--- src/rtl/lc3_pkg.sv ---
// ---------------------------------------------------------------------------
// lc3_pkg
// Shared definitions for the stream multiplexer and its arbiter.
//   LC3_WORD_W  : default data word width
//   arb_mode_e  : arbitration mode (round-robin or fixed priority)
//   idx_w()     : width of a channel index, never less than one bit
// ---------------------------------------------------------------------------
package lc3_pkg;

  localparam int LC3_WORD_W = 16;

  typedef enum logic {
    ARB_RR    = 1'b0,
    ARB_FIXED = 1'b1
  } arb_mode_e;

  function automatic int idx_w(input int n);
    return (n > 1) ? $clog2(n) : 1;
  endfunction

endpackage

--- src/rtl/stream_mux_rr_arbiter.sv ---
// ---------------------------------------------------------------------------
// rr_arbiter
// Request arbiter for stream_mux_rr. Grant is purely combinational from the
// request vector and the priority pointer; the pointer register lives here.
//   clk      : rising-edge clock
//   rst_n    : asynchronous active-low reset (clears the pointer)
//   req      : per-channel request
//   advance  : a transfer happens on the granted channel this cycle
//   gnt      : one-hot grant (all-zero when nothing requests)
//   gnt_idx  : binary index of the granted channel
//   ptr      : current priority pointer (first channel searched in RR mode)
// ---------------------------------------------------------------------------
module rr_arbiter
  import lc3_pkg::*;
#(
  parameter int        N_CH = 4,
  parameter arb_mode_e MODE = ARB_RR,
  localparam int       CH_W = idx_w(N_CH)
) (
  input  logic            clk,
  input  logic            rst_n,
  input  logic [N_CH-1:0] req,
  input  logic            advance,
  output logic [N_CH-1:0] gnt,
  output logic [CH_W-1:0] gnt_idx,
  output logic [CH_W-1:0] ptr
);

  logic [CH_W-1:0] r_ptr;
  logic [CH_W-1:0] w_idx;
  logic            w_found;
  int              w_cand;

  // Walk the channels in search order and keep the first requester.
  // RR search starts at the pointer and wraps; fixed priority starts at 0.
  always_comb begin
    w_found = 1'b0;
    w_idx   = '0;
    w_cand  = 0;
    for (int k = 0; k < N_CH; k++) begin
      if (MODE == ARB_FIXED) begin
        w_cand = k;
      end else begin
        w_cand = int'(r_ptr) + k;
        if (w_cand >= N_CH) w_cand = w_cand - N_CH;
      end
      if (!w_found && req[w_cand[CH_W-1:0]]) begin
        w_found = 1'b1;
        w_idx   = w_cand[CH_W-1:0];
      end
    end
  end

  always_comb begin
    gnt = '0;
    if (w_found) gnt[w_idx] = 1'b1;
  end

  assign gnt_idx = w_idx;
  assign ptr     = r_ptr;

  // Pointer moves just past the channel that was served; explicit wrap so
  // non-power-of-two channel counts stay in range.
  always_ff @(posedge clk or negedge rst_n) begin
    if (!rst_n) begin
      r_ptr <= '0;
    end else if (advance) begin
      if (w_idx == CH_W'(N_CH - 1)) r_ptr <= '0;
      else                          r_ptr <= w_idx + CH_W'(1);
    end
  end

endmodule

--- src/rtl/stream_mux_rr.sv ---
// ---------------------------------------------------------------------------
// stream_mux_rr
// N_CH-input valid/ready stream multiplexer with a single registered output
// stage. One word per cycle can be sustained; the arbiter picks the channel.
//   clk        : rising-edge clock
//   rst_n      : asynchronous active-low reset
//   in_valid   : per-channel request
//   in_data    : packed channel words, channel i at [i*W +: W]
//   in_ready   : per-channel accept (at most one bit high)
//   out_valid  : output register holds a word
//   out_data   : selected word
//   out_ch     : index of the channel that supplied out_data
//   out_ready  : downstream accept
// ---------------------------------------------------------------------------
module stream_mux_rr
  import lc3_pkg::*;
#(
  parameter int        N_CH = 4,
  parameter int        W    = LC3_WORD_W,
  parameter arb_mode_e MODE = ARB_RR,
  localparam int       CH_W = idx_w(N_CH)
) (
  input  logic              clk,
  input  logic              rst_n,
  input  logic [N_CH-1:0]   in_valid,
  input  logic [N_CH*W-1:0] in_data,
  output logic [N_CH-1:0]   in_ready,
  output logic              out_valid,
  output logic [W-1:0]      out_data,
  output logic [CH_W-1:0]   out_ch,
  input  logic              out_ready
);

  logic            r_out_valid;
  logic [W-1:0]    r_out_data;
  logic [CH_W-1:0] r_out_ch;

  logic [N_CH-1:0] w_gnt;
  logic [CH_W-1:0] w_gnt_idx;
  logic [CH_W-1:0] w_ptr;
  logic            w_can_load;
  logic            w_xfer;
  logic [W-1:0]    w_sel_data;

  rr_arbiter #(
    .N_CH (N_CH),
    .MODE (MODE)
  ) u_arb (
    .clk     (clk),
    .rst_n   (rst_n),
    .req     (in_valid),
    .advance (w_xfer),
    .gnt     (w_gnt),
    .gnt_idx (w_gnt_idx),
    .ptr     (w_ptr)
  );

  // The output register can take a word when empty or when it drains this
  // same cycle. rst_n is folded in so no accept is signalled during reset.
  assign w_can_load = (!r_out_valid || out_ready) && rst_n;
  assign in_ready   = w_gnt & {N_CH{w_can_load}};
  assign w_xfer     = |in_ready;

  // Data never feeds the grant logic; it is only steered by the grant index.
  assign w_sel_data = in_data[int'(w_gnt_idx)*W +: W];

  always_ff @(posedge clk or negedge rst_n) begin
    if (!rst_n) begin
      r_out_valid <= 1'b0;
      r_out_data  <= '0;
      r_out_ch    <= '0;
    end else if (w_xfer) begin
      r_out_valid <= 1'b1;
      r_out_data  <= w_sel_data;
      r_out_ch    <= w_gnt_idx;
    end else if (out_ready) begin
      r_out_valid <= 1'b0;
    end
  end

  assign out_valid = r_out_valid;
  assign out_data  = r_out_data;
  assign out_ch    = r_out_ch;

endmodule
--- config.mk ---
export PLATFORM = sky130hd
export DESIGN_NAME = stream_mux_rr
export DESIGN_NICKNAME = d
export VERILOG_FILES = /design/src/rtl/lc3_pkg.sv /design/src/rtl/stream_mux_rr_arbiter.sv /design/src/rtl/stream_mux_rr.sv
export SDC_FILE = /design/constraint.sdc
export NUM_CORES = 1
export LEC_CHECK = 0
export CORE_MARGIN = 2
export CORE_UTILIZATION = 38
export CTS_CLUSTER_DIAMETER = 50
export DETAILED_ROUTE_END_ITERATION = 12
export PLACE_DENSITY = 0.9
export SYNTH_ARGS = -nofsm -noshare
export SYNTH_HDL_FRONTEND = slang
export SYNTH_SLANG_ARGS = --single-unit
export TNS_END_PERCENT = 1
--- constraint.sdc ---
create_clock -name clk -period 5.3 [get_ports clk]
set_clock_uncertainty 0.15 [all_clocks]
set_input_delay 1.06 -clock clk [delete_from_list [all_inputs] [get_ports clk]]
set_output_delay 1.06 -clock clk [all_outputs]
set_load 0.01 [all_outputs]
==> impl_metrics.tcl <==
set metrics [dict create \
    cts_resized 0 \
    cts_tree "done" \
    synth_fa_ha_area_share_pct 1.82 \
    grt_pass1_vias 1473 \
    synth_area_per_cell_um2 11.0 \
    final_area_um2 2350 \
    clock_path_buffers 2 \
    die_w_um 64.2 \
    num_vias 1343 \
    antenna_cells 0 \
    worst_path_max_delay_cell "clkdlybuf4s50_1" \
    p_int_uw 570 \
    dp_hpwl_um 3120 \
    synth_top_area_cell "dfrtp_1" \
    r2r-start "u_arb.ptr[1]$_DFFE_PN0P_" \
    gr-total-overflow 0 \
    pin_count 94 \
    min_path_type "flop to flop" \
    power_density_nw_per_um2 389 \
    gp_congestion 0.848 \
    antenna_found_initial 0 \
    synthSimpleGateAreaFrac_pct 11.5 \
    synth_xor_area_share_pct 0 \
    irDropWorstVdd_mv 0.194 \
    clk_pin_slew_worst_paths_ps 120 \
    slew_viol_final 0 \
    slowest_delay_ps 560 \
    fillers 288 \
    totalWireLength_um 3900 \
    synth_top_family_by_area "multiplexers" \
    final_cell_mix "clkdlybuf4s50_1 (93), mux2i_1 (33), dfrtp_1 (21), nand2_1 (17), o221ai_1 (16)" \
    die_area_um2 4120 \
    power_leakage_nw 1.03 \
    die_y_um 64.2 \
    p_comb_share_pct 60.5 \
    grt_max_degree 22 \
    p_seq_share_pct 31.0 \
    drt-vias-per-instance 5.09 \
    synth-seq-area-share_pct 38.2 \
    dpl_cell_area_um2 2320 \
    met1_usage_pct 21.9 \
    track_usage_pct 20.1 \
    max_freq_mhz 224 \
    period_needed_ps 4460 \
    utilization_pct 68.7 \
    worstSetupEndpointType "output port" \
    place_ws_ps 835 \
    path_max_fanout 16 \
    critical_path.top_delay_family "buffers and inverters" \
    period_share_pct 84.2 \
    clock-sinks 21 \
    setup_violations 0 \
    nNetsFinal 292 \
    crit_arrival_ps 3250 \
    grt_use_met2_pct 38.5 \
    cp.required_ps 4090 \
    core_um2 3420 \
    cts_root_buf "clkbuf_4" \
    place.port_buffers 93 \
    wl_per_cell_um 14.8 \
    critPathLaunchType "input pin" \
    yosys.area.top_type_share_pct 38.2 \
    start_util_pct 40.3 \
    rrSetupSlack_ps 2430 \
    cts_htree_levels 1 \
    grt-busiest-layer "met2" \
    hp-start "out_ch[0]$_DFFE_PN0P_" \
    fin_hold_ws_ps 348 \
    worstMarginPinSlew_ps 855 \
    critPathLaunch "in_valid[1]" \
    clkPwrFrac_pct 8.5 \
    relSlewSlack_pct 43.0 \
    synth_seq_cells 21 \
    syn_to_final_growth_pct 70.6 \
    layout_commonest_cell "clkdlybuf4s50_1" \
    yosysUniqueCellTypes 25 \
    first_iter_violations 20 \
    tns_ps 0 \
    place_inst 260 \
    clock_latency_ps 300 \
    instances_no_fill 264 \
    dr.pass1.iters 4 \
    crit_type "input pin to output port" \
    ys_top_cells_by_area "dfrtp_1 (38%), mux2i_1 (24%), o221ai_1 (10%)" \
    status "completed" \
    switching_share_pct 37.5 \
    power.switching_uw 342 \
    antenna_left 0 \
    drive_gt1_share_pct 7.34 \
    drc_errors 0 \
    total_power_uw 912 \
    rsz0062_at_grt "false" \
    final-hold-violation-count 0 \
    cts_buffers 3 \
    synth_cells 125 \
    use_met3_pct 5.28 \
    max-cap-violations 0 \
    path_buf_inv 4 \
    synth_area_um2 1380 \
    grt_pass1_wl_um 6500 \
    path_cells "clkdlybuf4s50_1 -> mux2i_1 -> a211o_2 -> buf_4 -> inv_2 -> ha_1 -> and2_1 -> clkdlybuf4s50_1" \
    synthMuxAreaShare_pct 24.8 \
    num_rows 21 \
    synth-compound-area-share_pct 17.3 \
    yosys_warnings 0 \
    holdBufCountCts 0 \
    post_cts_buffers 0 \
    crit_path_frequent_cell "clkdlybuf4s50_1" \
    synth_nets 198 \
    worst_slack_ps 839 \
]
## registers in the layout (all words and copies together), names as in the netlist
register,flops
out_ch,2
u_arb.ptr,2
out_valid,1
out_data,16
## path summary, 6_finish.rpt
path	end	cells past startpoint
hold / removal	out_ch[0]$_DFFE_PN0P_	1
hold reg to reg	out_ch[0]$_DFFE_PN0P_	1
setup reg to reg	out_data[0]$_DFFE_PN0P_	8
max in group asynchronous	out_data[5]$_DFFE_PN0P_	2
min in group asynchronous	out_valid$_DFFE_PN0P_	2
setup / recovery	in_ready[3]	8
## kinds of logic (layout without fill, tap and decap cells)
family,Yosys count,after routing
AO/OA/AOI/OAI,26,26
adder cells (fa/ha/maj),2,2
buffers and inverters,11,104
flip-flops,21,21
multiplexers,34,34
AND/OR/NAND/NOR,31,31
## worst register-to-register path, stage by stage (launching register included)
cell,delay [ps]
dfrtp_1,450
nand2_1,110
a221oi_2,430
nor2_1,170
ha_1,280
o41ai_4,730
buf_4,300
nand2_1,80
o221ai_1,80
## layer usage
| metal | vias up | wire length, um |
|---|---|---|
| met5 | - | 0 |
| met4 | 0 | 36 |
| met3 | 4 | 275 |
| met2 | 52 | 2110 |
| met1 | 632 | 1480 |
| li1 | 655 | - |
## layout make-up
| type | count | area [um2] | share of cell area, % |
|---|---|---|---|
| Clock buffer | 3 | 22.5 | 0.960 |
| Clock inverter | 1 | 5.00 | 0.213 |
| Inverter | 3 | 11.3 | 0.480 |
| Multi-Input combinational cell | 93 | 763 | 32.5 |
| Sequential cell | 21 | 526 | 22.4 |
| Tap cell | 46 | 57.6 | 2.45 |
| Timing Repair Buffer | 97 | 961 | 41.0 |
## power by group through the flow
stage	Sequential [mW]	Combinational, mW	Clock (mW)
4_1_cts	0.282	0.559	0.0792
3_3_place_gp	0.280	0.545	0
6_report	0.283	0.552	0.0772
5_1_grt	0.292	0.599	0.0877
3_5_place_dp	0.286	0.556	0
2_1_floorplan	0.312	0.288	0
## Yosys cell counts
library cell	n
a221oi_2	1
o21a_1	2
nand2_1	17
nand2b_1	2
nor4_2	1
o221ai_1	16
a211o_1	1
buf_2	1
a21o_1	1
o21ai_2	1
buf_6	5
inv_1	2
ha_1	2
nor3b_4	1
nand2_2	1
nor2_1	5
dfrtp_1	21
nor2b_1	2
a21oi_1	3
and2_1	2
mux2_1	1
inv_2	1
o41ai_4	1
buf_4	2
mux2i_1	33
No activity file was read; power rests on OpenSTA's default activity.
